**src/rtl/tdm_demux.sv**
```systemverilog
// ---------------------------------------------------------------------------
// tdm_demux
//   Receive side of the 4-slot TDM link. Takes one WIDTH-bit sample per clock
//   (slot order 0,1,2,3,0,...) and de-interleaves it into four registered
//   channel outputs. It can align to an optional frame-sync marker, flags
//   misaligned markers, and pulses frame_valid when a full frame is delivered.
//
// Parameters
//   WIDTH     : bits per slot sample / channel output
//   FREE_RUN  : 1 = aligned out of reset (first sample is slot 0)
//               0 = hunt for sync before capturing anything
//
// Ports
//   clk          : clock, all state changes on the rising edge
//   rst          : synchronous active-low reset
//   in           : serial slot sample for this cycle
//   sync         : frame marker, high alongside a slot-0 sample
//   out0..out3   : channel values of the last complete frame
//   frame_valid  : one-cycle pulse when out0..out3 load a new frame
//   locked       : aligned and capturing
//   sync_err     : one-cycle pulse when sync arrives at a slot other than 0
// ---------------------------------------------------------------------------
module tdm_demux #(
  parameter int WIDTH    = 2,
  parameter bit FREE_RUN = 1'b1
) (
  input  logic             clk,
  input  logic             rst,
  input  logic [WIDTH-1:0] in,
  input  logic             sync,
  output logic [WIDTH-1:0] out0,
  output logic [WIDTH-1:0] out1,
  output logic [WIDTH-1:0] out2,
  output logic [WIDTH-1:0] out3,
  output logic             frame_valid,
  output logic             locked,
  output logic             sync_err
);

  typedef enum logic {
    HUNT   = 1'b0,
    LOCKED = 1'b1
  } state_e;

  localparam state_e RST_STATE = FREE_RUN ? LOCKED : HUNT;

  state_e           state_q, state_d;
  logic [1:0]       cnt_q, cnt_d;
  logic [WIDTH-1:0] s0_q, s0_d;
  logic [WIDTH-1:0] s1_q, s1_d;
  logic [WIDTH-1:0] s2_q, s2_d;
  logic [WIDTH-1:0] out0_q, out0_d;
  logic [WIDTH-1:0] out1_q, out1_d;
  logic [WIDTH-1:0] out2_q, out2_d;
  logic [WIDTH-1:0] out3_q, out3_d;
  logic             fv_q, fv_d;
  logic             err_q, err_d;

  always_comb begin
    state_d = state_q;
    cnt_d   = cnt_q;
    s0_d    = s0_q;
    s1_d    = s1_q;
    s2_d    = s2_q;
    out0_d  = out0_q;
    out1_d  = out1_q;
    out2_d  = out2_q;
    out3_d  = out3_q;
    fv_d    = 1'b0;
    err_d   = 1'b0;

    case (state_q)
      HUNT: begin
        if (sync) begin
          s0_d    = in;
          cnt_d   = 2'd1;
          state_d = LOCKED;
        end
      end
      default: begin
        if (sync && (cnt_q != 2'd0)) begin
          // Misaligned marker: drop the partial frame and restart at slot 0
          // with the current sample. This also covers a marker on slot 3,
          // so the outputs never load a frame that straddles the marker.
          err_d = 1'b1;
          s0_d  = in;
          cnt_d = 2'd1;
        end else begin
          // A missing marker on slot 0 is tolerated: keep free-wheeling.
          case (cnt_q)
            2'd0: s0_d = in;
            2'd1: s1_d = in;
            2'd2: s2_d = in;
            default: begin
              out0_d = s0_q;
              out1_d = s1_q;
              out2_d = s2_q;
              out3_d = in;
              fv_d   = 1'b1;
            end
          endcase
          cnt_d = cnt_q + 2'd1;
        end
      end
    endcase
  end

  always_ff @(posedge clk) begin
    if (!rst) begin
      state_q <= RST_STATE;
      cnt_q   <= 2'd0;
      out0_q  <= '0;
      out1_q  <= '0;
      out2_q  <= '0;
      out3_q  <= '0;
      fv_q    <= 1'b0;
      err_q   <= 1'b0;
    end else begin
      state_q <= state_d;
      cnt_q   <= cnt_d;
      out0_q  <= out0_d;
      out1_q  <= out1_d;
      out2_q  <= out2_d;
      out3_q  <= out3_d;
      fv_q    <= fv_d;
      err_q   <= err_d;
    end
  end

  // Shadow slots need no reset: the counter restarts at slot 0 after reset,
  // so every shadow is rewritten before it can reach an output.
  always_ff @(posedge clk) begin
    s0_q <= s0_d;
    s1_q <= s1_d;
    s2_q <= s2_d;
  end

  assign out0        = out0_q;
  assign out1        = out1_q;
  assign out2        = out2_q;
  assign out3        = out3_q;
  assign frame_valid = fv_q;
  assign sync_err    = err_q;
  assign locked      = (state_q == LOCKED);

endmodule

```
**config.mk**
```make
export PLATFORM = sky130hd
export DESIGN_NAME = tdm_demux
export DESIGN_NICKNAME = d
export VERILOG_FILES = /design/src/rtl/tdm_demux.sv
export SDC_FILE = /design/constraint.sdc
export NUM_CORES = 1
export LEC_CHECK = 0
export ABC_CLOCK_PERIOD_IN_PS = 1850
export CAP_MARGIN = 10
export CORE_UTILIZATION = 47
export CTS_BUF_LIST = sky130_fd_sc_hd__clkbuf_8 sky130_fd_sc_hd__clkbuf_16
export CTS_CLUSTER_DIAMETER = 100
export DETAILED_ROUTE_END_ITERATION = 10
export HOLD_SLACK_MARGIN = 0.03
export PLACE_DENSITY = 0.74
export SLEW_MARGIN = 30
export SYNTH_ARGS = -nofsm -noshare
export SYNTH_HDL_FRONTEND = slang
export SYNTH_SLANG_ARGS = --single-unit
```
**constraint.sdc**
```tcl
create_clock -name clk -period 1.85 [get_ports clk]
set_clock_uncertainty 0.15 [all_clocks]
set_input_delay 0.4625 -clock clk [delete_from_list [all_inputs] [get_ports clk]]
set_output_delay 0.4625 -clock clk [all_outputs]
set_load 0.02 [all_outputs]
```
==> summary.md <==
| Metric | Value |
|---|---|
| F_max | `between 500 and 600 MHz` |
| Final instance area | `977.2 µm²` |
| Layout cells sized above 1 | `0.1512` |
| First-pass GRT wire length | `1807 µm` |
| Vias after detailed routing | `roughly 500` |
| Die height | `~42 µm` |
| Synth top area cells | `dfxtp_1, edfxtp_1, mux2i_1, nand2_1, ha_1` |
| Endpoints failing setup | `0` |
| Area growth syn-to-layout | `28.88%` |
| GRT Total Usage | `0.1330` |
| Most frequent cells after synthesis | `nand2_1, dfxtp_1, mux2i_1` |
| Pre-CTS WS | `between 70 and 80 ps` |
| Status | `completed` |
| CP arrival | `1190 ps` |
| Setup repair bufs after CTS | `0` |
| Utilization after layout | `0.6487` |
| Clk Latency, worst-skew pair | `250 ps` |
| Overall power | `0.8348 mW` |
| Top flip-flop cell by instance count after synthesis | `dfxtp_1` |
| Share of the synthesized area in the top cell type | `0.3432` |
| Hold Crit Depth | `2` |
| Power per standard cell area | `854.3 mW/mm²` |
| Syn Inst Count | `68` |
| Final WL | `approximately 1200 µm` |
| Synth async-reset ratio | `0` |
| DRC | `0` |
| Pin count of the biggest net entering global routing | `23` |
| Count of input and output buffers | `15` |
| Full die area | `between 0.0015 and 0.002 mm²` |
| Syn_area_per_cell | `between 10 and 15 µm²` |
| Leading area contributor after synthesis | `dfxtp_1` |
| Leakage power | `about 0.42 nW` |
| Die Width | `42.17 µm` |
| Rows | `14` |
| Starting Density | `0.5033` |
| # IOs | `16` |
| Final worst-path cycle share | `0.9752` |
| Final Critical Period | `between 1500 and 2000 ps` |
| Placed cells | `98` |
| Setup crit end kind | `primary output` |
| Unrepaired setup endpoints after global routing | `no` |
| Clock Path Buffers | `2` |
| Maxcap violations | `0` |
| R2R Path Start | `cnt_q[0]` |
| CTS tree | `done` |
| Mapped Area | `758.2 µm²` |
| Slew Limit Fails | `0` |
| Sequential area share after synthesis | `0.5809` |
| Hold Path Class | `register to register` |
| Hold Path Origin | `out2[1]` |
| Worst vdd ir | `slightly below 0.7 mV` |
| FF+latch count, synth | `19` |
| Initial drt markers | `12` |
| GPL Wtd Cong | `around 0.72` |
| Crit path kind | `register to primary output` |
| Final worst slack | `~46 ps` |
| Synth cell types | `19` |
| Number of global-route vias before repair | `roughly 450` |
| ANT nets after route | `0` |
| Num CTS Buffers | `3` |
| Initial antenna violation count | `0` |
| Fin Hold WS | `305.6 ps` |
| Reg2reg path depth | `5` |
| Worst Path Max Fanout | `2` |
| Clk Tree Root Cell | `clkbuf_8` |
| Most common cell in the netlist | `nand2_1` |
| Final hold violations | `0` |
| Crit path largest cell delay | `around 610 ps` |
| Worst path cell trace | `clkdlybuf4s50_1` |
| Slowest cell on crit path | `clkdlybuf4s50_1` |
| Worst slew margin | `0.8511` |
| N_diodes | `0` |
| Setup TNS | `0 ps` |
| WL/cell | `between 10 and 15 µm` |
| DRT Pass-1 Iters | `4` |
| Setup crit start kind | `register` |
| Avg Vias per Cell | `4.892` |
| H-tree Lvls | `1` |
| Core Area | `between 0.0015 and 0.002 mm²` |
| YS warnings | `0` |
| Worst-Margin Slew | `roughly 220 ps` |
| Syn_nets | `77` |
| Remaining Overflow, GRT | `0` |
| Final Non-Filler Cells | `between 100 and 150` |
| Nets | `96` |
| Crit path depth | `1` |
| Clk pin slew, worst setup/hold paths | `roughly 70 ps` |
| CP top delay family | `buffers and inverters` |
| Placed inst area | `about 930 µm²` |
| CP bufs+invs | `1` |
| Critical path origin | `locked` |
| Post-synth EDFFs | `6` |
| CTS sink cnt | `19` |
| Worst endpoint required time | `approximately 1200 ps` |
==> power by group <==
part / total, mW / switching [mW] / internal, mW / leakage (nW)
Combinational: 0.0927 / 0.0472 / 0.0455 / 0.226
Sequential: 0.463 / 0.0101 / 0.453 / 0.163
Clock: 0.279 / 0.130 / 0.149 / 0.0255
==> cells by family (layout without fill, tap and decap cells) <==
| kind of cell | after synthesis | count (layout) | synth area share |
|---|---|---|---|
| adder cells (fa/ha/maj) | 4 | 4 | 0.06601 |
| AND/OR/NAND/NOR | 28 | 28 | 0.1749 |
| multiplexers | 8 | 8 | 0.1056 |
| buffers and inverters | 6 | 24 | 0.04290 |
| flip-flops | 19 | 19 | 0.5809 |
| AO/OA/AOI/OAI | 3 | 3 | 0.02971 |
==> flip-flops by register name (all words and copies together) (netlist names) <==
name         count
s2_q             2
locked           1
sync_err         1
s0_q             2
out1             2
out3             2
s1_q             2
cnt_q            2
out2             2
frame_valid      1
out0             2
==> layout by cell type, fill, tap and decap left out, types with 2 or more instances in the layout <==
cell | Yosys | layout
dlymetal6s2s_1 | 0 | 2
edfxtp_1 | 6 | 6
nand2_1 | 19 | 19
and3_2 | 2 | 2
inv_1 | 2 | 2
clkdlybuf4s50_1 | 0 | 13
ha_1 | 4 | 4
dfxtp_1 | 13 | 13
clkbuf_8 | 0 | 3
buf_4 | 0 | 3
mux2i_1 | 8 | 8
nor2_1 | 2 | 2
==> worst reg2reg max path, delay by kind of cell, from the launching register on <==
family | cells | cell delay [ps]
adder cells (fa/ha/maj) | 1 | 220
buffers and inverters | 1 | 90
AND/OR/NAND/NOR | 3 | 680
flip-flops | 1 | 410
==> per-layer routing <==
metal | part of all wire | global-route usage
met5 | 0 | 0
met1 | 0.46 | 0.1341
met4 | 0.0086 | 0.03750
met2 | 0.47 | 0.2492
met3 | 0.059 | 0.05172
==> repair_timing <==
| item | 4_1_cts | 5_1_grt |
|---|---|---|
| hold buffers | 0 | 0 |
| gates resized for setup | 0 | 2 |
| setup endpoints to repair | 0 | 2 |
==> cell type report <==
| cell class | instances | area, µm² |
|---|---|---|
| clock buffers | 3 | 41.29 |
| clock inverters | 1 | 5.005 |
| fillers | 132 | 529.3 |
| inverters | 2 | 7.507 |
| multi-input cells | 43 | 285.3 |
| flip-flops and latches | 19 | 440.4 |
| well taps | 16 | 20.02 |
| repair buffers | 18 | 177.7 |
==> final timing paths <==
kind                               endpoint  slack, ps
worst max-delay path                 locked         50
worst min-delay path                out2[1]        310
worst max register to register  frame_valid        200
worst min register to register      out2[1]        310
(Power assumes the default switching activity.)
